`config.mk`:
```
export PLATFORM = sky130hd
export DESIGN_NAME = dsp_unpack_v4
export DESIGN_NICKNAME = d
export VERILOG_FILES = /design/src/rtl/dsp_unpack_v4.sv
export SDC_FILE = /design/constraint.sdc
export NUM_CORES = 1
export LEC_CHECK = 0
export ABC_AREA = 0
export BUFFER_PORTS_ARGS = -buffer_cell sky130_fd_sc_hd__buf_4
export CAP_MARGIN = 5
export CORE_MARGIN = 4
export CORE_UTILIZATION = 47
export DETAILED_ROUTE_END_ITERATION = 10
export GPL_TIMING_DRIVEN = 0
export HOLD_SLACK_MARGIN = 0.12
export PLACE_DENSITY = 0.69
export SLEW_MARGIN = 10
export SYNTH_ARGS = -nofsm -noshare
export SYNTH_HDL_FRONTEND = slang
export SYNTH_SLANG_ARGS = --single-unit
```
`constraint.sdc`:
```
create_clock -name clock -period 1.8 [get_ports clock]
set_clock_uncertainty 0.05 [all_clocks]
set_input_delay 0.09 -clock clock [delete_from_list [all_inputs] [get_ports clock]]
set_output_delay 0.09 -clock clock [all_outputs]
set_load 0.01 [all_outputs]
```
`src/rtl/dsp_unpack_v4.sv`:
```
// Serialises a packed four-lane 48-bit DSP result into a narrow valid/ready
// stream of enabled lanes, lowest lane first, with no bubble between words.
module dsp_unpack_v4 #(
  parameter int width = 12
) (
  input  logic             clock,
  input  logic             reset,
  input  logic             in_valid,
  output logic             in_ready,
  input  logic [47:0]      in_data,
  input  logic [3:0]       in_mask,
  output logic             out_valid,
  input  logic             out_ready,
  output logic [width-1:0] out_data,
  output logic [1:0]       out_lane,
  output logic             out_last
);

  generate
    if (width < 1 || width > 12) begin : g_bad_width
      $error("dsp_unpack_v4: width must be in 1..12");
    end
  endgenerate

  typedef enum logic {IDLE, EMIT} state_t;

  state_t      state_reg, state_next;
  logic [47:0] data_reg, data_next;
  logic [3:0]  mask_reg, mask_next;
  logic [1:0]  ptr_reg, ptr_next;

  logic [11:0] lane_w [4];
  logic [1:0]  first_in;
  logic [1:0]  next_ptr;
  logic        last_w;
  logic        in_xfer;
  logic        out_xfer;
  logic        load;

  genvar gi;
  for (gi = 0; gi < 4; gi++) begin : g_lane
    assign lane_w[gi] = data_reg[12*gi +: 12];
  end

  // Lowest enabled lane of the incoming word, and the next enabled lane
  // above the current pointer in the held word.
  always_comb begin
    first_in = 2'd0;
    for (int i = 3; i >= 0; i--) begin
      if (in_mask[i]) first_in = 2'(i);
    end
    next_ptr = ptr_reg;
    last_w   = 1'b1;
    for (int i = 3; i >= 0; i--) begin
      if (mask_reg[i] && (2'(i) > ptr_reg)) begin
        next_ptr = 2'(i);
        last_w   = 1'b0;
      end
    end
  end

  assign out_valid = (state_reg == EMIT);
  assign out_lane  = out_valid ? ptr_reg : 2'd0;
  assign out_last  = out_valid && last_w;
  assign out_data  = out_valid ? lane_w[ptr_reg][width-1:0] : '0;
  assign in_ready  = (state_reg == IDLE) || (last_w && out_ready);

  assign in_xfer  = in_valid && in_ready;
  assign out_xfer = out_valid && out_ready;
  assign load     = in_xfer && (in_mask != 4'd0);

  always_comb begin
    state_next = state_reg;
    data_next  = data_reg;
    mask_next  = mask_reg;
    ptr_next   = ptr_reg;
    unique case (state_reg)
      IDLE: begin
        if (load) begin
          state_next = EMIT;
          data_next  = in_data;
          mask_next  = in_mask;
          ptr_next   = first_in;
        end
      end
      EMIT: begin
        if (out_xfer) begin
          if (!last_w) begin
            ptr_next = next_ptr;
          end else if (load) begin
            // Last lane leaves while the next word arrives: chain directly.
            data_next = in_data;
            mask_next = in_mask;
            ptr_next  = first_in;
          end else begin
            state_next = IDLE;
          end
        end
      end
      default: state_next = IDLE;
    endcase
  end

  always_ff @(posedge clock or negedge reset) begin
    if (!reset) begin
      state_reg <= IDLE;
      data_reg  <= '0;
      mask_reg  <= '0;
      ptr_reg   <= '0;
    end else begin
      state_reg <= state_next;
      data_reg  <= data_next;
      mask_reg  <= mask_next;
      ptr_reg   <= ptr_next;
    end
  end

endmodule

```
## Yosys cells after proc, flatten, opt, wreduce, memory -nomap -nowiden

Index checks and enable logic that the tools add are counted.
Widths: inputs -> output; s select.

- Output and inout port bits: 17
- Flip-flop bits (word level): 55
- Input port bits: 56

- Bitwise operators: 2
- Reductions and logical operators: 13
- Equal/unequal tests: 3
- Muxes and demuxes: 33
- Order comparisons: 5

Operator list:

| kind | number |
|---|---|
| $mux 48 | 3 |
| $pmux 48 s2 | 1 |
| $mux 12 | 3 |
| $bmux 12 s2 | 1 |
| $mux 2 | 12 |
| $mux 4 | 3 |
| $logic_and 1x1->1 | 9 |
| $pmux 4 s2 | 1 |
| $mux 1 | 7 |
| $ne 6x1->1 const B | 1 |
| $gt 1x2->1 const A | 2 |
| $gt 2x2->1 const A | 2 |
| $ne 2x1->1 const B | 2 |
| $pmux 2 s2 | 1 |
| $reduce_and 2->1 | 2 |
| $reduce_bool 4->1 | 1 |
| $ge 3x3->1 const B | 1 |
| $not 2->3 | 1 |
| $pmux 1 s2 | 1 |
| $logic_or 1x1->1 | 1 |
| $not 1->1 | 1 |

## Depth between registers and ports, before layout

- Word-level depth: 14
- Gate-level depth with buffers: 6

## Least setup slack after synthesis

Ideal clock, no wire load.

- Path kind: register to register
- Start point: register state_reg, in the netlist out_valid
- End point: register data_reg[0]
- Clock period less this slack: 1.700 ns
- Setup time: 0.125 ns
- Setup slack: 0.100 ns
- Arrival time: 1.524 ns
- Stages on the path, launching flop included: 7
- Path through: dfrtp_1 buf_6 inv_2 o31a_1 nand3_4 buf_12 mux2_4

- Cells in the longest elaborated chain, start to end: 8
- Elaborated cells between the ends (all ways): 12

RTL lines:

| what | line | RTL |
|---|---|---|
| start, declared | 27 | `state_t state_reg, state_next;` |
| start signal, assigned | 111 | `state_reg <= state_next;` |
| $not 1->1 | n/a |  |
| $logic_or 1x1->1 | 66 | `assign in_ready = (state_reg == IDLE) \|\| (last_w && out_ready);` |
| $logic_and 1x1->1 | 68 | `assign in_xfer = in_valid && in_ready;` |
| $logic_and 1x1->1 | 70 | `assign load = in_xfer && (in_mask != 4'd0);` |
| $mux 48 (3 in series) | n/a |  |
| $pmux 48 s2 | 77 | `unique case (state_reg)` |
| end signal, assigned | 112 | `data_reg <= data_next;` |
| end, declared | 28 | `logic [47:0] data_reg, data_next;` |

Parallel ways exist; a longest one is shown, timed or not. The select of a mux whose other input is x is not followed.
A chain may end at the register's enable or synchronous reset.

## Final worst setup path

- Start point: register ptr_reg[0]
- End point: output port out_data[7]

- Cells in the longest elaborated chain, start to end: 5

RTL lines:

| what | line | RTL |
|---|---|---|
| start, declared | 30 | `logic [1:0] ptr_reg, ptr_next;` |
| start signal, assigned | 114 | `ptr_reg <= ptr_next;` |
| $not 2->3 (implied by the code) | 65 | `assign out_data = out_valid ? lane_w[ptr_reg][width-1:0] : '0;` |
| $bmux 12 s2 | 65 |  |
| $mux 12 (implied by the code) (2 in series) | 65 |  |
| $mux 12 | 65 |  |
| end, declared | 14 | `output logic [width-1:0] out_data,` |

Every way passes these cells. The select of a mux whose other input is x is not followed.

==> results summary <==
The via count of the first global-routing pass came to 2216. The count of final hold-check violations came out at 0. Measured against its own limit, the worst slew margin works out to 0.542.

For the pin with the worst max-slew slack, the measured transition is 0.687 ns. After detailed routing, the number of vias per cell comes to 5.22. The number of instances in the synthesized netlist is 172. The initial antenna violation count came out at 0.

The root buffer cell chosen for the clock tree is sky130_fd_sc_hd__clkbuf_8. Prior to clock tree synthesis, the placed netlist has a worst setup slack of 0.0297 ns. The multi-input combinational cells in the finished layout cover a total of approximately 1400 um2. In this run the power density over the cells is 1800 nW/um2. The routed wire length is 7.98 mm. The aggregate global routing overflow came out at 0. Together, buffers and inverters on the worst path number 3. Across all register-to-register paths, the minimum setup slack is -0.01 ns. The worst path required time came out at ~1.7 ns.

The worst setup path is captured at a primary output. For the final routed database, the setup TNS stands at -0.780 ns. The worst reg2reg path depth is 5. The path with the worst hold slack has its endpoint at ptr_reg[0]$_DFFE_PN0P_. The highest achievable clock rate came out at 525 MHz. The simple-gate share of the synthesized area came out at 0.0642.

The tightest hold path in the finished design has a slack of 0.201 ns. The parity-gate share of the synthesized area counting xor and xnor cells came out at 0. The share of synthesized area in the top cell type comes to 0.478. After floorplanning, the core was sized to cover 5680 um2. The number of max-cap violations is 0.

The worst register-to-register path begins at mask_reg[3]$_DFFE_PN0P_. TritonCTS built the clock tree. By area the synthesized netlist is led by sky130_fd_sc_hd__dfrtp_1, sky130_fd_sc_hd__mux2_4, sky130_fd_sc_hd__mux4_2. For this configuration, the core starts out at a cell density of 0.498.

The mean routed wirelength per cell is 20.1 um. Entering global routing, the biggest net connects 55 pins. The total standard cell area after synthesis came out at around 2800 um2.

The adder and majority cell fraction of the synthesized area came out at 0. The flow ran to the end, but the final reports show violations. The prevailing post-synth register cell is sky130_fd_sc_hd__dfrtp_1.

The number of DRC markers after the initial detailed-route iteration came out at 52. Tracing the worst setup path back leads to its startpoint at ptr_reg[0]$_DFFE_PN0P_. STA classifies the critical path startpoint as a flip-flop. The worst setup slack after layout is -0.105 ns. The total CTS buffers is 5. Of the synthesized area, sequential elements account for 0.478. The first-pass GRT wire length is 11.4 mm.

The minimum period implied by the final worst setup slack came out at 1.91 ns. The worst hold path belongs to the class primary input to flip-flop. The finished layout holds 398 standard cells, fillers aside. Counting distinct cell types in the post-synthesis netlist gives 35.

The register area is 1350 um2. The flip-flop and latch count after synthesis is 54. The fill cell instance count of the final layout came out at 319. The placer's final routability congestion estimate is 0.797. The clock tree synthesis step divided the H-tree into 2 levels. The final reports fail on negative setup slack.

The total power after layout is 8.19 mW. The biggest area contributor in the post-synthesis netlist is sky130_fd_sc_hd__dfrtp_1. The number of detailed-routing iterations run before antenna repair is 4.

After detailed routing, the number of remaining DRC violations is 0. The height of the die came out at 85.6 um. The latest clock arrival within the worst-skew pair came out at 0.31 ns. The gate family responsible for the most delay along the worst path is multiplexers. In the finished design, the share of the clock period the worst path needs comes to 1.06. A synthesized cell averages around 16 um2. On the worst path, the slowest cell contributes a delay of 0.52 ns. The final max-slew violation count is 0. The signal on the critical path passes through buf_8 > buf_12 > mux4_2 > and2_4 > buf_6. The worst path arrival time came out at 1.77 ns. The die footprint came out at around 7300 um2.

For this run, the post-layout net count is 381. The number of cells after detailed placement is 316. After synthesis, the most frequently instantiated cells are sky130_fd_sc_hd__dfrtp_1, sky130_fd_sc_hd__mux2_4, sky130_fd_sc_hd__and2_1, sky130_fd_sc_hd__mux4_2, sky130_fd_sc_hd__buf_12. The number of primary I/O pins is 73. The largest voltage drop on the vdd net came out at ~1100 uV. The net count after synthesis came out at about 230. Setup repair after global routing could not meet its margin everywhere.

The detailed-placement wirelength estimate came out at 4.19 mm. The total global-route track usage is 0.205. The initialized floorplan defines 27 standard-cell rows.

The clock-pin slew reported for the worst setup and hold paths after clock tree synthesis came out at 0.10 ns. The synthesized-area fraction occupied by ao, oa, aoi and oai cells came out at 0.0394. The number of buffers added on ports came out at 72. For this design the static power due to leakage is 2.22 nW. The path type of the worst setup path is flip-flop to primary output.

The residual antenna-violating net count after detailed routing is 0. Along the worst path, the maximum fanout reaches 7. The total of warnings raised by yosys is 0. The worst hold path passes through 3 cells. The count of clock tree sinks came out at 54. After synthesis, the largest family of logic cells by area is multiplexers. 0 antenna diodes ended up in the layout.

The number of flip-flops in the largest register is 48. The critical-path cell with the highest stage delay is sky130_fd_sc_hd__mux4_2. Setup violations remaining at the end of the flow were counted as 27. In this run the most critical hold path is launched from out_ready. The worst register-to-register path ends at data_reg[44]$_DFFE_PN0P_.

The routed via count is 2076. Of all flip-flops after synthesis, the portion carrying an async set or reset was 1.00. The portion of netlist area occupied by mux cells is 0.365. Of the cells placed in the final design, the portion with a size suffix greater than 1 is 0.604.

The count of flip-flops with a built-in enable after synthesis is 0. The clock tree buffer depth is 2. Compared with the post-synthesis result, the final layout area differs by 61.1%.

The floorplan die width came out at 85.6 um. The most frequently used cell type in the post-synthesis netlist is sky130_fd_sc_hd__dfrtp_1.
worst min-delay path, delay by kind of cell:
kind / cells / cell delay [ns]
compound gates: 2 / 0.32
buf+inv: 1 / 0.13
per-layer routing:
layer	global-route usage	vias up	part of all wire
li1	-	938	-
met1	0.263	1063	0.43
met3	0.0375	10	0.047
met4	0.0489	0	0.012
met2	0.358	65	0.51
met5	0	-	0
how the worst max path moves through the flow:
stage,cells past startpoint,slack [ns],to
5_1_grt,5,-0.15,out_data[7]
6_report,5,-0.11,out_data[7]
3_5_place_dp,6,0.03,data_reg[42]$_DFFE_PN0P_
4_1_cts,5,-0.06,out_data[8]
2_1_floorplan,6,0.10,data_reg[0]$_DFFE_PN0P_
3_3_place_gp,6,0.05,data_reg[44]$_DFFE_PN0P_
cell type report:
class,count,area share
clock inverters,2,0.0132
repair buffers,145,0.301
well taps,72,0.0198
multi-input cells,106,0.312
plain buffers,11,0.0374
flip-flops and latches,54,0.297
clock buffers,6,0.0181
inverters,2,0.00165
repair_timing:
action / in CTS / in global routing
pin swaps: 2 / 6
resized for setup: 29 / 15
buffers inserted: 5 / 10
setup endpoints to repair: 12 / 65
hold buffers: 54 / 0
hold endpoints to repair: 108 / 0
cloned: 0 / 6
kinds of logic (layout without fill, tap and decap cells):
kind of cell | Yosys count | count (layout)
AOI/OAI and AO/OA | 14 | 14
and+or+nand+nor | 28 | 29
muxes | 63 | 63
DFF | 54 | 54
buffers and inverters | 13 | 166
stage by stage:
step                instance area (um2)  utilization
CTS                                4280        0.754
global placement                   3460        0.609
detailed placement                 3460        0.609
floorplan                          2830            -
finish                             4550        0.802
global route                       4550        0.802
report_power, final:
group	leakage [nW]	internal, mW	switching [mW]
logic	1.52	3.28	1.66
clock network	0.0714	0.593	0.409
registers	0.632	1.84	0.407
total	2.22	5.71	2.47
cell usage in the layout, fill, tap and decap left out, types with 2 or more instances in the layout:
| cell type | synthesis | final |
|---|---|---|
| sky130_fd_sc_hd__nand2b_1 | 2 | 2 |
| sky130_fd_sc_hd__dlygate4sd3_1 | 0 | 53 |
| sky130_fd_sc_hd__buf_4 | 3 | 74 |
| sky130_fd_sc_hd__mux4_2 | 12 | 12 |
| sky130_fd_sc_hd__clkbuf_16 | 0 | 5 |
| sky130_fd_sc_hd__and2_1 | 15 | 3 |
| sky130_fd_sc_hd__bufinv_16 | 0 | 2 |
| sky130_fd_sc_hd__a21oi_1 | 2 | 2 |
| sky130_fd_sc_hd__nand3_4 | 1 | 2 |
| sky130_fd_sc_hd__buf_12 | 5 | 7 |
| sky130_fd_sc_hd__buf_6 | 1 | 14 |
| sky130_fd_sc_hd__dfrtp_1 | 54 | 53 |
| sky130_fd_sc_hd__clkbuf_8 | 0 | 6 |
| sky130_fd_sc_hd__and2_4 | 0 | 12 |
| sky130_fd_sc_hd__nor2b_4 | 0 | 2 |
| sky130_fd_sc_hd__mux2_4 | 50 | 50 |
Note: power is estimated with default switching activity, not from simulation.
